## src/rtl/yantar_wb_collect.sv

```systemverilog
// Writeback collector for the yantar integer core: per-source result FIFOs drained round-robin
// onto the four register-file write ports, plus same-cycle ALU forwarding lanes.
module yantar_wb_collect #(
    parameter int unsigned NSRC  = 6,
    parameter int unsigned DEPTH = 2,
    parameter int unsigned AW    = 6,
    parameter int unsigned DW    = 65
) (
    input  logic               clk,
    input  logic               rst,
    input  logic               flush,
    input  logic               stall,
    input  logic [NSRC-1:0]    src_valid,
    output logic [NSRC-1:0]    src_ready,
    input  logic [NSRC*AW-1:0] src_addr,
    input  logic [NSRC*DW-1:0] src_data,
    input  logic [AW-1:0]      read0_addr,
    input  logic [AW-1:0]      read1_addr,
    input  logic [AW-1:0]      read2_addr,
    input  logic [AW-1:0]      read3_addr,
    output logic [AW-1:0]      write0_addr,
    output logic [AW-1:0]      write1_addr,
    output logic [AW-1:0]      write2_addr,
    output logic [AW-1:0]      write3_addr,
    output logic [DW-1:0]      write0_data,
    output logic [DW-1:0]      write1_data,
    output logic [DW-1:0]      write2_data,
    output logic [DW-1:0]      write3_data,
    output logic               write0_wen,
    output logic               write1_wen,
    output logic               write2_wen,
    output logic               write3_wen,
    output logic [DW-1:0]      fwd_dataA,
    output logic [1:0]         fwd_enA,
    output logic [DW-1:0]      fwd_dataB,
    output logic [1:0]         fwd_enB,
    output logic               busy
);
    localparam int unsigned NP = 4;
    localparam int unsigned PW = (DEPTH > 1) ? $clog2(DEPTH) : 1;
    localparam int unsigned CW = $clog2(DEPTH + 1);
    localparam int unsigned SW = (NSRC > 1) ? $clog2(NSRC) : 1;
    localparam int unsigned GW = $clog2(NP + 1);

    logic [AW-1:0]   mem_addr_q [NSRC][DEPTH];
    logic [DW-1:0]   mem_data_q [NSRC][DEPTH];
    logic [PW-1:0]   rd_ptr_q [NSRC];
    logic [PW-1:0]   rd_ptr_d [NSRC];
    logic [PW-1:0]   wr_ptr_q [NSRC];
    logic [PW-1:0]   wr_ptr_d [NSRC];
    logic [CW-1:0]   cnt_q [NSRC];
    logic [CW-1:0]   cnt_d [NSRC];
    logic [SW-1:0]   rr_q, rr_d;
    logic [NSRC-1:0] push, grant;
    logic [AW-1:0]   head_addr [NSRC];
    logic [DW-1:0]   head_data [NSRC];

    logic [NP-1:0]   port_vld, wen_q;
    logic [AW-1:0]   port_addr [NP];
    logic [AW-1:0]   waddr_q [NP];
    logic [DW-1:0]   port_data [NP];
    logic [DW-1:0]   wdata_q [NP];
    logic [GW-1:0]   ngrant;
    logic [SW-1:0]   sel, last;
    logic            hit;

    always_comb begin
        for (int i = 0; i < NSRC; i++) begin
            src_ready[i] = (cnt_q[i] < CW'(DEPTH)) && !flush;
            head_addr[i] = mem_addr_q[i][rd_ptr_q[i]];
            head_data[i] = mem_data_q[i][rd_ptr_q[i]];
        end
    end

    assign push = src_valid & src_ready;

    // Grants fill write ports in scan order; a head matching an earlier grant's address waits.
    always_comb begin
        grant    = '0;
        port_vld = '0;
        ngrant   = '0;
        sel      = '0;
        hit      = 1'b0;
        last     = rr_q;
        for (int k = 0; k < NP; k++) begin
            port_addr[k] = '0;
            port_data[k] = '0;
        end
        for (int j = 0; j < NSRC; j++) begin
            sel = SW'((int'(rr_q) + j) % int'(NSRC));
            hit = 1'b0;
            for (int k = 0; k < NP; k++) begin
                if (port_vld[k] && port_addr[k] == head_addr[sel]) hit = 1'b1;
            end
            if (cnt_q[sel] != '0 && ngrant < GW'(NP) && !hit) begin
                grant[sel]                = 1'b1;
                port_vld[ngrant[1:0]]     = 1'b1;
                port_addr[ngrant[1:0]]    = head_addr[sel];
                port_data[ngrant[1:0]]    = head_data[sel];
                ngrant                    = ngrant + GW'(1);
                last                      = sel;
            end
        end
        rr_d = rr_q;
        if (port_vld[0]) rr_d = (last == SW'(NSRC - 1)) ? '0 : last + SW'(1);
    end

    always_comb begin
        for (int i = 0; i < NSRC; i++) begin
            rd_ptr_d[i] = rd_ptr_q[i];
            wr_ptr_d[i] = wr_ptr_q[i];
            cnt_d[i]    = cnt_q[i];
            if (push[i]) wr_ptr_d[i] = (wr_ptr_q[i] == PW'(DEPTH - 1)) ? '0 : wr_ptr_q[i] + PW'(1);
            if (grant[i]) rd_ptr_d[i] = (rd_ptr_q[i] == PW'(DEPTH - 1)) ? '0 : rd_ptr_q[i] + PW'(1);
            if (push[i] && !grant[i]) cnt_d[i] = cnt_q[i] + CW'(1);
            else if (!push[i] && grant[i]) cnt_d[i] = cnt_q[i] - CW'(1);
        end
    end

    always_ff @(posedge clk or negedge rst) begin
        if (!rst) begin
            for (int i = 0; i < NSRC; i++) begin
                for (int e = 0; e < DEPTH; e++) begin
                    mem_addr_q[i][e] <= '0;
                    mem_data_q[i][e] <= '0;
                end
                rd_ptr_q[i] <= '0;
                wr_ptr_q[i] <= '0;
                cnt_q[i]    <= '0;
            end
            for (int k = 0; k < NP; k++) begin
                waddr_q[k] <= '0;
                wdata_q[k] <= '0;
            end
            wen_q <= '0;
            rr_q  <= '0;
        end else if (flush) begin
            for (int i = 0; i < NSRC; i++) begin
                rd_ptr_q[i] <= '0;
                wr_ptr_q[i] <= '0;
                cnt_q[i]    <= '0;
            end
            wen_q <= '0;
        end else begin
            for (int i = 0; i < NSRC; i++) begin
                if (push[i]) begin
                    mem_addr_q[i][wr_ptr_q[i]] <= src_addr[i*AW +: AW];
                    mem_data_q[i][wr_ptr_q[i]] <= src_data[i*DW +: DW];
                end
                rd_ptr_q[i] <= rd_ptr_d[i];
                wr_ptr_q[i] <= wr_ptr_d[i];
                cnt_q[i]    <= cnt_d[i];
            end
            for (int k = 0; k < NP; k++) begin
                if (port_vld[k]) begin
                    waddr_q[k] <= port_addr[k];
                    wdata_q[k] <= port_data[k];
                end
            end
            wen_q <= port_vld;
            rr_q  <= rr_d;
        end
    end

    assign write0_addr = waddr_q[0];
    assign write1_addr = waddr_q[1];
    assign write2_addr = waddr_q[2];
    assign write3_addr = waddr_q[3];
    assign write0_data = wdata_q[0];
    assign write1_data = wdata_q[1];
    assign write2_data = wdata_q[2];
    assign write3_data = wdata_q[3];
    assign write0_wen  = wen_q[0];
    assign write1_wen  = wen_q[1];
    assign write2_wen  = wen_q[2];
    assign write3_wen  = wen_q[3];

    always_comb begin
        busy = |wen_q;
        for (int i = 0; i < NSRC; i++) begin
            if (cnt_q[i] != '0) busy = 1'b1;
        end
    end

    // Forwarding looks only at the live ALU inputs, never at queued state.
    assign fwd_dataA  = src_data[DW-1:0];
    assign fwd_dataB  = src_data[2*DW-1:DW];
    assign fwd_enA[0] = src_valid[0] && (src_addr[AW-1:0] == read0_addr) && !stall;
    assign fwd_enA[1] = src_valid[0] && (src_addr[AW-1:0] == read1_addr) && !stall;
    assign fwd_enB[0] = src_valid[1] && (src_addr[2*AW-1:AW] == read2_addr) && !stall;
    assign fwd_enB[1] = src_valid[1] && (src_addr[2*AW-1:AW] == read3_addr) && !stall;

endmodule
```

## config.mk

```make
export PLATFORM = sky130hd
export DESIGN_NAME = yantar_wb_collect
export DESIGN_NICKNAME = d
export VERILOG_FILES = /design/src/rtl/yantar_wb_collect.sv
export SDC_FILE = /design/constraint.sdc
export NUM_CORES = 2
export LEC_CHECK = 0
export ABC_AREA = 0
export BUFFER_PORTS_ARGS = -buffer_cell sky130_fd_sc_hd__buf_2
export CAP_MARGIN = 20
export CORE_ASPECT_RATIO = 1.25
export CORE_UTILIZATION = 30
export DETAILED_ROUTE_END_ITERATION = 8
export PLACE_DENSITY_LB_ADDON = 0.1
export SYNTH_ARGS = -nofsm -noshare
export SYNTH_HDL_FRONTEND = slang
export SYNTH_SLANG_ARGS = --single-unit
```

## constraint.sdc

```tcl
create_clock -name clk -period 14.6 [get_ports clk]
set_input_delay 0 -clock clk [delete_from_list [all_inputs] [get_ports clk]]
set_output_delay 0 -clock clk [all_outputs]
set_load 0.02 [all_outputs]
```

==> run summary <==
Row count: 206
Final setup viols: 0
Clk slew on worst S/H paths: 0.06 ns
CP Launch Point: rr_q[1]
Main combinational cell family by area after synthesis: multiplexers
Die Wd: 453 um
Setup CP Type: reg2reg
Clock Path Buffers: 4
Final period util: 89.3%
Seq/Total Area, Yosys: 38.2%
Reg2reg start: rr_q[1]
Rel. slew slack: 13.1%
Synth Warn #: 0
Root Driver: clkbuf_16
Adder-Cell Fraction of Synth Area: 0.409%
Number of global-route vias before repair: 73.2k
DRC: 0
Core Box Area: 0.253 sq mm
Post-route ant nets: 0
Setup crit end kind: flop
Cts bufs inserted: 149
Synthesis-stage register bit count: 1167
Delay-heaviest family, CP: compound AO/OA/AOI/OAI gates
Final worst path period need: 13.04 ns
TritonCTS clock tree: built
P&R area growth vs syn: 25.5%
CP bufs+invs: 6
Critical-path maximum fanout: 40
Total gr overflow: 0
Synth cell types: 100
Synth Area in XOR/XNOR: 1.25%
RSZ-0062 raised after global routing: false
Initial Util: 30.3%
Hold Path End: mem_data_q[491]
Synth Instances: 8253
DP HPWL: 309000 um
Mapped Area: 0.0764 sq mm
Crit path launch type: flop
GPL Wtd Cong: 0.966
Synth Area in Compound Gates: 19.3%
Final Hold Vio Count: 0
R2r setup slk: 1.56 ns
I/O pin total: 889
Routed WL: 416000 um
CTS resizes: 0
Max cap viols: 0
Drt pass-1 iters: 6
Clk_lat worst skew: 0.89 ns
Die Area: 0.257 sq mm
Area of the multi-input gates: 0.0436 sq mm
Finished Layout Cells: 12.8k
Post-Syn Area per Cell: 9.26 sq um
Post-synth EDFFs: 0
Clock Skew: 0.0947 ns
WHS Path Cells: 3
Total GRT Usage: 31.6%
H-tree Lvls: 4
Syn_nets: 8738
Hold buffers post-CTS: 763
Ratio of cells with drive above 1 in the final layout: 27.4%
Slew Limit Fails: 0
PortBufs: 888
Mux cell area share after synthesis: 24.2%
DR vias: 72.5k
WP data arrival: 13.75 ns
Placed Cells: 11.8k
Clk sinks: 1167
Fmax: 0.0767 GHz
Hold path startpoint: src_data[166]
Reg area: 0.0292 sq mm
Async set or reset register ratio after synthesis: 100%
Sum of negative setup slack: 0 ns
CP required: 15.31 ns
Status: finished clean
WL/cell: 32.4 um
DRT iter0 DRCs: 5315
Final nets: 9866
Type of the most critical hold path: in2reg
Post-CTS Setup Bufs: 0
Layout fillers: 25.5k
Slowest Stage Delay on Critical Path: 0.93 ns
Worst r2r path cells: 34
Antenna violations before repair: 113
Final Util: 38.0%
First-pass GRT wire length: 575000 um
Largest net degree at the start of global routing: 161
Worst Max-Slew Pin Slew: 1.29 ns
DIE HEIGHT: 566 um
Worst r2r dst: write2_data[41]
Simple-gate share of the synthesized area: 11.2%
Main synth FF type: dfrtp_1
CP max stage cell: ha_1
Drt via density: 5.64
-- tightest hold or removal path, delay by kind of cell --
kind	cells	cell delay, ns
buf+inv	2	0.68
mux	1	0.13
-- worst max path at each step --
stage	to	slack [ns]	depth (start not counted)
final	write2_data[41]	1.56	34
after CTS	write2_data[41]	1.80	34
after global placement	write2_data[43]	1.96	34
after floorplan	write1_data[62]	3.92	48
after detailed placement	write2_data[41]	1.87	34
after global routing	write2_data[41]	0.83	34
-- synth_stat cells (110+ instances only) --
library cell	number	area share (%)
a21oi_1	744	4.9
clkbuf_1	623	3.1
buf_4	134	1.3
a221o_1	110	1.4
o21ai_0	709	4.6
nor3_1	225	1.5
o22ai_1	162	1.3
dfrtp_1	1167	38
mux2_2	1118	16
a211oi_1	112	1.1
nor2_1	623	3.1
nand2_1	716	3.5
mux2i_1	429	5.6
-- state kept, by name (all words and copies together) (netlist names), 12 cells and up --
signal / flops
write0_data: 65
write1_data: 65
write2_data: 65
write3_data: 65
mem_addr_q: 72
cnt_q: 12
mem_data_q: 780
-- cells by family after synthesis --
logic type,after synthesis
compound gates,2392
xor+xnor,105
fa+ha+maj,25
buf+inv,942
flops,1167
mux,1666
simple gates,1956
-- stage by stage --
stage	worst slack, ns	cell area, sq um	hold WS (ns)
2_1_floorplan	3.92	76400	-0.296
3_3_place_gp	1.96	83300	0.0177
3_5_place_dp	1.87	83300	0.0111
4_1_cts	1.80	95700	0.000265
5_1_grt	0.831	95800	0.0216
6_report	1.56	95900	0.00657
-- cells in the final DEF (no fill, tap or decap), types with 21 or more instances in the layout --
master,instances
dfrtp_1,1160
mux2_2,1118
buf_2,887
dlygate4sd3_1,762
a21oi_1,738
nand2_1,711
o21ai_0,706
nor2_1,614
mux2i_1,428
nor3_1,225
buf_4,177
o22ai_1,160
clkbuf_16,152
a211oi_1,111
a221o_1,110
nand3_1,94
o211ai_1,93
o221ai_1,84
nor2b_1,78
xnor2_1,78
o31ai_1,77
and2_1,74
inv_1,63
a22oi_1,58
mux2_4,58
mux2_1,55
and3_1,50
a21o_1,39
a31oi_1,37
diode_2,36
clkbuf_1,31
a311oi_1,28
o31a_1,28
nand4_1,27
clkbuf_8,27
ha_1,23
xor2_1,21
-- cell type report --
type	instances	share of cell area, %
Clock buffer	210	4.48
Multi-Input combinational cell	6144	45.4
Tap cell	3328	4.34
Timing Repair Buffer	1849	14.4
Inverter	70	0.286
Sequential cell	1167	30.5
Antenna cell	36	0.0940
Clock inverter	39	0.475
-- per-layer routing --
| layer | global-route usage (%) | wire length, um | share of wire (%) | vias up |
|---|---|---|---|---|
| met4 | 23.3 | 36300 | 8.7 | 78 |
| met3 | 5.21 | 21200 | 5.1 | 1014 |
| met1 | 32.5 | 146000 | 35 | 36398 |
| met5 | 0 | 468 | 0.11 | - |
| li1 | - | - | - | 32320 |
| met2 | 57.2 | 213000 | 51 | 2640 |
Power is not shown: default switching activity piles up to over one toggle a cycle in this logic, so the estimate is an artifact.
